**src/rtl/aes_serial_host_if.sv**
```systemverilog
// rtl/aes_serial_host_if.sv - request/response and byte-serial AES bus bundle
interface aes_serial_host_if;
  logic         in_valid;
  logic         in_ready;
  logic [127:0] in_data;
  logic [127:0] in_key;
  logic         in_decrypt;
  logic         out_valid;
  logic         out_ready;
  logic [127:0] out_data;
  logic         out_error;
  logic [7:0]   ser_data_in;
  logic [4:0]   ser_addr;
  logic         ser_wr_en;
  logic         ser_start;
  logic         ser_decrypt;
  logic [7:0]   ser_data_out;
  logic         ser_done;

  modport master (
    input  in_valid, in_data, in_key, in_decrypt, out_ready, ser_data_out, ser_done,
    output in_ready, out_valid, out_data, out_error,
           ser_data_in, ser_addr, ser_wr_en, ser_start, ser_decrypt
  );

  modport slave (
    output in_valid, in_data, in_key, in_decrypt, out_ready, ser_data_out, ser_done,
    input  in_ready, out_valid, out_data, out_error,
           ser_data_in, ser_addr, ser_wr_en, ser_start, ser_decrypt
  );
endinterface

```
**src/rtl/aes_serial_host.sv**
```systemverilog
// rtl/aes_serial_host.sv - host initiator running one block through the byte-serial AES interface
module aes_serial_host #(
  parameter int TIMEOUT_CYCLES = 1024,
  parameter int CNT_W          = 11
) (
  input logic               clk,
  input logic               rst_n,
  aes_serial_host_if.master bus
);

  localparam logic [2:0] S_IDLE    = 3'd0;
  localparam logic [2:0] S_WRITE   = 3'd1;
  localparam logic [2:0] S_START   = 3'd2;
  localparam logic [2:0] S_WAIT    = 3'd3;
  localparam logic [2:0] S_READ    = 3'd4;
  localparam logic [2:0] S_RELEASE = 3'd5;
  localparam logic [2:0] S_RESP    = 3'd6;

  logic [2:0]       r_state;
  logic [4:0]       r_idx;
  logic [CNT_W-1:0] r_cnt;
  logic [255:0]     r_wr_shift;
  logic [127:0]     r_out_data;
  logic             r_out_error;
  logic             r_decrypt;
  logic             r_rdy_ok;

  logic             w_accept;
  logic [CNT_W-1:0] w_cnt_next;
  logic             w_timeout;

  assign w_accept   = bus.in_valid && bus.in_ready;
  assign w_cnt_next = r_cnt + 1'b1;
  assign w_timeout  = (w_cnt_next == CNT_W'(TIMEOUT_CYCLES));

  // in_ready is held low while reset is asserted and for the first edge after it
  assign bus.in_ready    = r_rdy_ok && (r_state == S_IDLE) && !bus.ser_done;
  assign bus.out_valid   = (r_state == S_RESP);
  assign bus.out_data    = r_out_data;
  assign bus.out_error   = r_out_error;
  assign bus.ser_wr_en   = (r_state == S_WRITE);
  assign bus.ser_addr    = ((r_state == S_WRITE) || ((r_state == S_READ) && !r_idx[4])) ? r_idx : 5'd0;
  assign bus.ser_data_in = (r_state == S_WRITE) ? r_wr_shift[255:248] : 8'd0;
  assign bus.ser_start   = (r_state == S_START) || (r_state == S_WAIT) || (r_state == S_READ);
  assign bus.ser_decrypt = r_decrypt;

  always_ff @(posedge clk or negedge rst_n) begin
    if (!rst_n) begin
      r_state     <= S_IDLE;
      r_idx       <= 5'd0;
      r_cnt       <= '0;
      r_wr_shift  <= 256'd0;
      r_out_data  <= 128'd0;
      r_out_error <= 1'b0;
      r_decrypt   <= 1'b0;
      r_rdy_ok    <= 1'b0;
    end else begin
      r_rdy_ok <= 1'b1;
      case (r_state)
        S_IDLE: begin
          if (w_accept) begin
            r_wr_shift  <= {bus.in_data, bus.in_key};
            r_decrypt   <= bus.in_decrypt;
            r_idx       <= 5'd0;
            r_out_data  <= 128'd0;
            r_out_error <= 1'b0;
            r_state     <= S_WRITE;
          end
        end
        S_WRITE: begin
          // data bytes then key bytes, most significant byte first
          r_wr_shift <= {r_wr_shift[247:0], 8'h00};
          if (r_idx == 5'd31) begin
            r_idx   <= 5'd0;
            r_state <= S_START;
          end else begin
            r_idx <= r_idx + 5'd1;
          end
        end
        S_START: begin
          r_cnt   <= '0;
          r_state <= S_WAIT;
        end
        S_WAIT: begin
          if (bus.ser_done) begin
            r_idx   <= 5'd0;
            r_state <= S_READ;
          end else if (w_timeout) begin
            r_out_error <= 1'b1;
            r_out_data  <= 128'd0;
            r_state     <= S_RESP;
          end else begin
            r_cnt <= w_cnt_next;
          end
        end
        S_READ: begin
          // the slave registers its output, so byte i arrives one cycle after addr i
          for (int k = 0; k < 16; k++) begin
            if (r_idx == 5'(k + 1)) r_out_data[127-8*k -: 8] <= bus.ser_data_out;
          end
          if (r_idx == 5'd16) begin
            r_idx   <= 5'd0;
            r_state <= S_RELEASE;
          end else begin
            r_idx <= r_idx + 5'd1;
          end
        end
        S_RELEASE: begin
          if (!bus.ser_done) r_state <= S_RESP;
        end
        S_RESP: begin
          if (bus.out_ready) begin
            r_decrypt <= 1'b0;
            r_state   <= S_IDLE;
          end
        end
        default: r_state <= S_IDLE;
      endcase
    end
  end

endmodule

```
**src/flat_wrapper.sv**
```systemverilog
// flat-port wrapper written by rule: the top's interface ports become plain ports
module aes_serial_host_flat 
#(
  parameter int TIMEOUT_CYCLES = 1024,
  parameter int CNT_W          = 11
)
  (clk, rst_n, bus_in_valid, bus_in_data, bus_in_key, bus_in_decrypt, bus_out_ready, bus_ser_data_out, bus_ser_done, bus_in_ready, bus_out_valid, bus_out_data, bus_out_error, bus_ser_data_in, bus_ser_addr, bus_ser_wr_en, bus_ser_start, bus_ser_decrypt);
  aes_serial_host_if bus_i ();
  input logic clk;
  input logic rst_n;
  input wire logic [$bits(bus_i.in_valid)-1:0] bus_in_valid;
  input wire logic [$bits(bus_i.in_data)-1:0] bus_in_data;
  input wire logic [$bits(bus_i.in_key)-1:0] bus_in_key;
  input wire logic [$bits(bus_i.in_decrypt)-1:0] bus_in_decrypt;
  input wire logic [$bits(bus_i.out_ready)-1:0] bus_out_ready;
  input wire logic [$bits(bus_i.ser_data_out)-1:0] bus_ser_data_out;
  input wire logic [$bits(bus_i.ser_done)-1:0] bus_ser_done;
  output wire logic [$bits(bus_i.in_ready)-1:0] bus_in_ready;
  output wire logic [$bits(bus_i.out_valid)-1:0] bus_out_valid;
  output wire logic [$bits(bus_i.out_data)-1:0] bus_out_data;
  output wire logic [$bits(bus_i.out_error)-1:0] bus_out_error;
  output wire logic [$bits(bus_i.ser_data_in)-1:0] bus_ser_data_in;
  output wire logic [$bits(bus_i.ser_addr)-1:0] bus_ser_addr;
  output wire logic [$bits(bus_i.ser_wr_en)-1:0] bus_ser_wr_en;
  output wire logic [$bits(bus_i.ser_start)-1:0] bus_ser_start;
  output wire logic [$bits(bus_i.ser_decrypt)-1:0] bus_ser_decrypt;
  assign bus_i.in_valid = bus_in_valid;
  assign bus_i.in_data = bus_in_data;
  assign bus_i.in_key = bus_in_key;
  assign bus_i.in_decrypt = bus_in_decrypt;
  assign bus_i.out_ready = bus_out_ready;
  assign bus_i.ser_data_out = bus_ser_data_out;
  assign bus_i.ser_done = bus_ser_done;
  assign bus_in_ready = bus_i.in_ready;
  assign bus_out_valid = bus_i.out_valid;
  assign bus_out_data = bus_i.out_data;
  assign bus_out_error = bus_i.out_error;
  assign bus_ser_data_in = bus_i.ser_data_in;
  assign bus_ser_addr = bus_i.ser_addr;
  assign bus_ser_wr_en = bus_i.ser_wr_en;
  assign bus_ser_start = bus_i.ser_start;
  assign bus_ser_decrypt = bus_i.ser_decrypt;
  aes_serial_host #(.TIMEOUT_CYCLES(TIMEOUT_CYCLES), .CNT_W(CNT_W)) u_core (.clk(clk), .rst_n(rst_n), .bus(bus_i));
endmodule
```
**config.mk**
```make
export PLATFORM = sky130hd
export DESIGN_NAME = aes_serial_host_flat
export DESIGN_NICKNAME = d
export VERILOG_FILES = /design/src/rtl/aes_serial_host_if.sv /design/src/rtl/aes_serial_host.sv /design/src/flat_wrapper.sv
export SDC_FILE = /design/constraint.sdc
export NUM_CORES = 1
export LEC_CHECK = 0
export CORE_MARGIN = 4
export CORE_UTILIZATION = 50
export DETAILED_ROUTE_END_ITERATION = 8
export DONT_BUFFER_PORTS = 1
export SETUP_SLACK_MARGIN = 0.5
export SYNTH_ARGS = -nofsm -noshare
export SYNTH_HDL_FRONTEND = slang
export SYNTH_SLANG_ARGS = --single-unit
```
**constraint.sdc**
```tcl
create_clock -name clk -period 3.9 [get_ports clk]
set_input_delay 0 -clock clk [delete_from_list [all_inputs] [get_ports clk]]
set_output_delay 0 -clock clk [all_outputs]
set_load 0.005 [all_outputs]
```
==> results_dict.tcl, run 1 <==
set metrics [dict create \
    place_area_mm2 0.0180 \
    cts_tree "yes" \
    ys_top_cells_by_count "nand2_1, dfrtp_1, nor2_1" \
    ff2ff_setup_slack_ns 0.79 \
    timing.final.crit_share_pct 79.8 \
    synth_area_mm2 0.0177 \
    routedWlPerCell_um 20.0 \
    synth_fa_ha_area_share_pct 0.494 \
    clkTransAtPathRegs_ns 0.06 \
    overflow 0 \
    nets 2437 \
    grt_pass1_wl_um 83300 \
    antenna_left 0 \
    synthDistinctLibCells 52 \
    syn-mean-instance-area_um2 9.00 \
    total_power_uw 15700 \
    yosysTopAreaCell "dfrtp_1" \
    fin_worst_skew_ns 0.0166 \
    finalSetupTns_ns 0 \
    syn_inst 1972 \
    synth_compound_area_share_pct 18.0 \
    ir_drop_v 0.000407 \
    cts_inserted_buffers 44 \
    cts_max_level 2 \
    yosysMostFrequentCell "nand2_1" \
    min_period_ns 3.11 \
    combPwrFrac_pct 27.2 \
    layout-drive-gt1-share_pct 4.89 \
    grtUsageTotal_pct 26.5 \
    internal-power_uw 10200 \
    vias_per_cell 5.74 \
    fmax_mhz 321 \
    die_h_um 196 \
    drtIter0Drc 1285 \
    hold_buffers 271 \
    grt_max_degree 407 \
    coreArea_mm2 0.0348 \
    hold_viol_final 406 \
    finish.instance_area_mm2 0.0221 \
    vias 15300 \
    clockPowerShare_pct 26.3 \
    reg2reg_from "u_core.r_cnt[0]" \
    synth_edf_count 0 \
    violations "negative hold slack" \
    netlist_top_cells_area "dfrtp_1, nand2_1, a31oi_1, nor2_1, clkbuf_1" \
    yosysWarnings 0 \
    outcome "complete, but fails checks" \
    hold_class "primary input to asynchronous set/reset pin" \
    antenna_found_initial 11 \
    dp_hpwl_um 33100 \
    r2r_cells 7 \
    synthSimpleGateAreaFrac_pct 19.2 \
    switching_share_pct 35.0 \
    port_buffers 0 \
    die_w_um 196 \
    finalSetupViolCount 0 \
    cp-start-kind "flip-flop" \
    clockBufferDepth 3 \
    ys_seq_area_share_pct 57.3 \
    synth_xor_area_share_pct 0.0494 \
    dr.pass1.iters 6 \
    synth-main-ff-cell "dfrtp_1" \
    rows 68 \
    fin_util_pct 63.5 \
    post-route-drc-count 0 \
    cp-end-kind "flip-flop" \
    areaGrowthSynthToFinish_pct 24.6 \
    power_frac_seq_pct 46.5 \
    finalMaxSlewViolations 0 \
    switchingPower_uw 5490 \
    die_area_mm2 0.0386 \
    initial_core_util_pct 51.0 \
    cp_data_arrival_time_ns 3.53 \
    p_leak_uw 0.00975 \
    timing.rr.end "u_core.bus.out_data[98]" \
    totalWireLength_um 53000 \
    place.gp.congestion 0.855 \
    grt_pass1_vias 15200 \
    synth-async-reset-ratio_pct 100 \
    post-cts-setup-buffer-count 0 \
    cap_viol_max_count 0 \
    synthMuxAreaShare_pct 0.127 \
    whs_ns -0.862 \
    synth_top_area_share_pct 57.3 \
    slew_headroom_pct 30.1 \
    cp_data_required_time_ns 4.32 \
    worst_pin_slew_ns 1.05 \
    clock_latency_ns 0.56 \
    synth_top_family_by_area "simple AND/OR/NAND/NOR gates" \
    path_class "flip-flop to flip-flop" \
    power_density_mw_per_mm2 709 \
    cts.sinks 406 \
    synth-seq-cells 406 \
    io_pins 417 \
    rsz0062_at_grt "false" \
    clockRootBuffer "clkbuf_16" \
    syn_nets 2249 \
    critPathMaxFanout 12 \
]
-- cells by family after synthesis --
family	Yosys count
DFF	406
other	1
xor gates and xnor gates	1
and+or+nand+nor	866
AOI/OAI and AO/OA	462
adders and majority gates	7
muxes	2
buffers and inverters	227
-- worst max-delay path by stage --
stage / startpoint / end / slack (ns) / depth (start not counted)
after floorplan: u_core.r_cnt[0] / u_core.bus.out_data[64] / 1.32 / 9
after global placement: u_core.r_cnt[0] / u_core.bus.out_data[101] / 0.86 / 7
after detailed placement: u_core.r_cnt[0] / u_core.bus.out_data[104] / 0.75 / 7
after CTS: u_core.r_cnt[0] / u_core.bus.out_data[98] / 0.76 / 7
after global routing: u_core.r_cnt[1] / u_core.bus.out_data[76] / 0.64 / 7
final: u_core.r_cnt[0] / u_core.bus.out_data[98] / 0.79 / 7
-- per-stage QoR --
step,setup WS (ns),std cells
2_1_floorplan,1.32,1972
3_5_place_dp,0.755,2298
5_1_grt,0.635,2654
3_3_place_gp,0.859,2298
4_1_cts,0.759,2645
6_report,0.786,2655
-- power groups by stage --
stage	Combinational (µW)	Sequential (µW)	Clock [µW]
after global placement	3860	7280	0
after floorplan	3320	6800	0
final	4270	7290	4110
after CTS	4250	7260	4190
after detailed placement	3980	7300	0
after global routing	4840	7470	4370
-- state kept, by name (all words and copies together), names as in the netlist --
register	count
u_core.r_wr_shift	256
u_core.bus.out_data	128
u_core.r_cnt	11
u_core.r_idx	5
u_core.r_state	3
u_core.bus.out_error	1
u_core.bus.ser_decrypt	1
u_core.r_rdy_ok	1
-- critical path, cell delays in order (launching register included) --
cell       delay, ns
dfrtp_1         0.44
ha_1            0.26
nand4_1         0.20
or2_2           0.37
or2_2           0.34
a2111o_1        0.80
a21o_1          0.41
o2bb2ai_1       0.16
-- area by class of cell --
type                    instances  area, µm²
fillers                      2835      12700
flip-flops and latches        406      10200
multi-input cells            1339       6730
repair buffers                288       2920
clock buffers                  61       1250
well taps                     455        569
inverters                      81        304
clock inverters                15        158
diodes                         10       25.0
-- placed cells by master, fill, tap and decap left out, types with 5 or more instances in the layout --
cell | Yosys | final
clkbuf_8 | 0 | 6
nor3_1 | 5 | 5
clkbuf_16 | 0 | 45
a31oi_1 | 249 | 249
buf_12 | 0 | 6
and3_1 | 12 | 12
nand3_1 | 5 | 5
ha_1 | 7 | 7
buf_4 | 0 | 11
clkinv_2 | 0 | 10
o311ai_0 | 6 | 6
dfrtp_1 | 406 | 406
diode_2 | 0 | 10
clkbuf_1 | 137 | 10
a21oi_4 | 9 | 9
o21ai_0 | 12 | 11
a32o_1 | 28 | 28
nor2_1 | 262 | 262
a21oi_1 | 30 | 30
o22ai_1 | 73 | 73
nand2_1 | 549 | 549
o2bb2ai_1 | 25 | 25
inv_1 | 81 | 81
a22o_1 | 6 | 6
dlygate4sd3_1 | 0 | 271
nand4_1 | 5 | 5
-- what timing repair did --
item,4_1_cts,5_1_grt
resized for setup,0,0
hold endpoints to repair,704,406
setup endpoints to repair,0,0
-- per-layer routing --
layer | vias up | GRT usage, % | wire (µm)
met4 | 4 | 9.49 | 1820
li1 | 7142 | - | -
met3 | 110 | 6.22 | 3720
met1 | 7474 | 36.7 | 22600
met5 | - | 0 | 26
met2 | 520 | 41.4 | 24900
No activity file was read; power rests on OpenSTA's default activity.
==> inputs of run 2 (changes only) <==
==> constraint.sdc (replaced) <==
create_clock -name clk -period 2.92 [get_ports clk]
set_input_delay 0 -clock clk [delete_from_list [all_inputs] [get_ports clk]]
set_output_delay 0 -clock clk [all_outputs]
set_load 0.005 [all_outputs]
==> results_dict.tcl, run 2 (synthesis gave the netlist of run 1 again) <==
set metrics [dict create \
    cap_viol_max_count 0 \
    switching_share_pct 35.2 \
    worst_pin_slew_ns 1.02 \
    die_area_mm2 0.0386 \
    io_pins 417 \
    layout-drive-gt1-share_pct 8.40 \
    path_cells "ha_4 > nand2_1 > nand4_1 > a211o_1 > a2111o_1 > buf_6 > buf_16 > a21oi_4 > o22ai_1" \
    clockBufferDepth 3 \
    slew_headroom_pct 31.7 \
    finalMaxSlewViolations 0 \
    grt_pass1_vias 15700 \
    die_h_um 196 \
    dp_hpwl_um 33300 \
    antenna_left 0 \
    fin_worst_skew_ns 0.0240 \
    fmax_mhz 389 \
    crit_family "compound AO/OA/AOI/OAI gates" \
    grt_max_degree 407 \
    clock_latency_ns 0.56 \
    p_leak_uw 0.0101 \
    reg2reg_from "u_core.r_cnt[1]" \
    hold_viol_final 406 \
    cp-start-kind "flip-flop" \
    violations "negative hold slack" \
    rsz0062_at_grt "true" \
    cp.depth 9 \
    routedWlPerCell_um 20.4 \
    timing.final.crit_share_pct 88.1 \
    nets 2492 \
    clockRootBuffer "clkbuf_16" \
    hold_class "primary input to asynchronous set/reset pin" \
    post-route-drc-count 0 \
    antenna_found_initial 6 \
    place.gp.congestion 0.845 \
    crit_start "u_core.r_cnt[1]" \
    vias_per_cell 5.77 \
    whs_ns -0.854 \
    cp_data_arrival_time_ns 2.97 \
    power_frac_seq_pct 45.2 \
    regMostFlops "u_core.r_wr_shift" \
    critPathBufInv 2 \
    slowest_stage "dfrtp_2" \
    layout_commonest_cell "nand2_1" \
    max_stage_delay_ns 0.45 \
    cp-end-kind "flip-flop" \
    ir_drop_v 0.000555 \
    drtIter0Drc 1124 \
    crit_end "u_core.bus.out_data[107]" \
    vias 15600 \
    grt_pass1_wl_um 86300 \
    switchingPower_uw 7590 \
    areaGrowthSynthToFinish_pct 29.6 \
    cts_max_level 2 \
    outcome "complete, but fails checks" \
    power_density_mw_per_mm2 939 \
    clkTransAtPathRegs_ns 0.06 \
    critPathMaxFanout 8 \
    cts_tree "yes" \
    r2r_cells 9 \
    overflow 0 \
    dr.pass1.iters 6 \
    finalSetupTns_ns 0 \
    totalWireLength_um 55100 \
    finalSetupViolCount 0 \
    cts_inserted_buffers 44 \
    total_power_uw 21600 \
    path_class "flip-flop to flip-flop" \
    layout_common_cells "nand2_1, dfrtp_1, dlygate4sd3_1" \
    die_w_um 196 \
    largest_reg_flops 256 \
    internal-power_uw 14000 \
    rows 68 \
    fin_util_pct 66.1 \
    coreArea_mm2 0.0348 \
    initial_core_util_pct 51.0 \
    cts.sinks 406 \
    port_buffers 0 \
    min_period_ns 2.57 \
    grtUsageTotal_pct 27.3 \
    timing.rr.end "u_core.bus.out_data[107]" \
    clockPowerShare_pct 26.2 \
    combPwrFrac_pct 28.6 \
    ff2ff_setup_slack_ns 0.35 \
    cp_data_required_time_ns 3.32 \
]
[run 2: worst min-delay path by stage]
stage,cells after the start,end,start
after floorplan,0,u_core.bus.out_data[0],rst_n
after global placement,0,u_core.bus.out_data[114],rst_n
after detailed placement,0,u_core.bus.out_data[114],rst_n
after CTS,0,u_core.bus.out_data[81],rst_n
after global routing,0,u_core.bus.out_data[81],rst_n
final,0,u_core.bus.out_data[81],rst_n
[run 2: area by class of cell]
type,instances,area (µm²)
Tap cell,455,569
Sequential cell,406,10200
Antenna cell,3,7.51
Timing Repair Buffer,343,3480
Fill cell,2756,11800
Multi-Input combinational cell,1339,7000
Clock inverter,13,125
Clock buffer,67,1350
Inverter,81,308
[run 2: layer usage]
metal	global-route usage [%]	share of wire (%)	vias up
met1	36.0	41	7700
li1	-	-	7229
met2	44.7	49	580
met4	8.92	2.9	6
met5	0	0.060	-
met3	6.99	7.4	116
[run 2: power by group through the flow]
| stage | clock [µW] | sequential [µW] | combinational, µW |
|---|---|---|---|
| floorplan | 0 | 9090 | 4450 |
| global placement | 0 | 9720 | 5250 |
| detailed placement | 0 | 9770 | 5430 |
| CTS | 5750 | 9710 | 5890 |
| global route | 6000 | 9980 | 6920 |
| finish | 5660 | 9750 | 6180 |
[run 2: per-stage QoR]
stage          cells  worst slack, ns  hold slack, ns  cell area (µm²)
4_1_cts         2697            0.407          -0.877            22700
3_3_place_gp    2314            0.222          -0.285            18100
3_5_place_dp    2314            0.192          -0.285            18100
6_report        2707            0.347          -0.854            23000
2_1_floorplan   1972            0.437          -0.296            17800
5_1_grt         2707            0.238          -0.881            23000
[run 2: what timing repair did]
item                                    in CTS  in global routing
endpoints found under the setup margin     136                169
setup buffers                               13                  6
hold buffers                               289                  1
pin swaps                                   53                 13
cloned                                       1                  0
gates resized for setup                     19                 40
endpoints found under the hold margin      702                410
[run 2: worst reg2reg max path, cell delays in order, from the launching register on]
cell	delay, ns
dfrtp_2	0.45
ha_4	0.18
nand2_1	0.14
nand4_1	0.11
a211o_1	0.37
a2111o_1	0.45
buf_6	0.15
buf_16	0.15
a21oi_4	0.28
o22ai_1	0.14
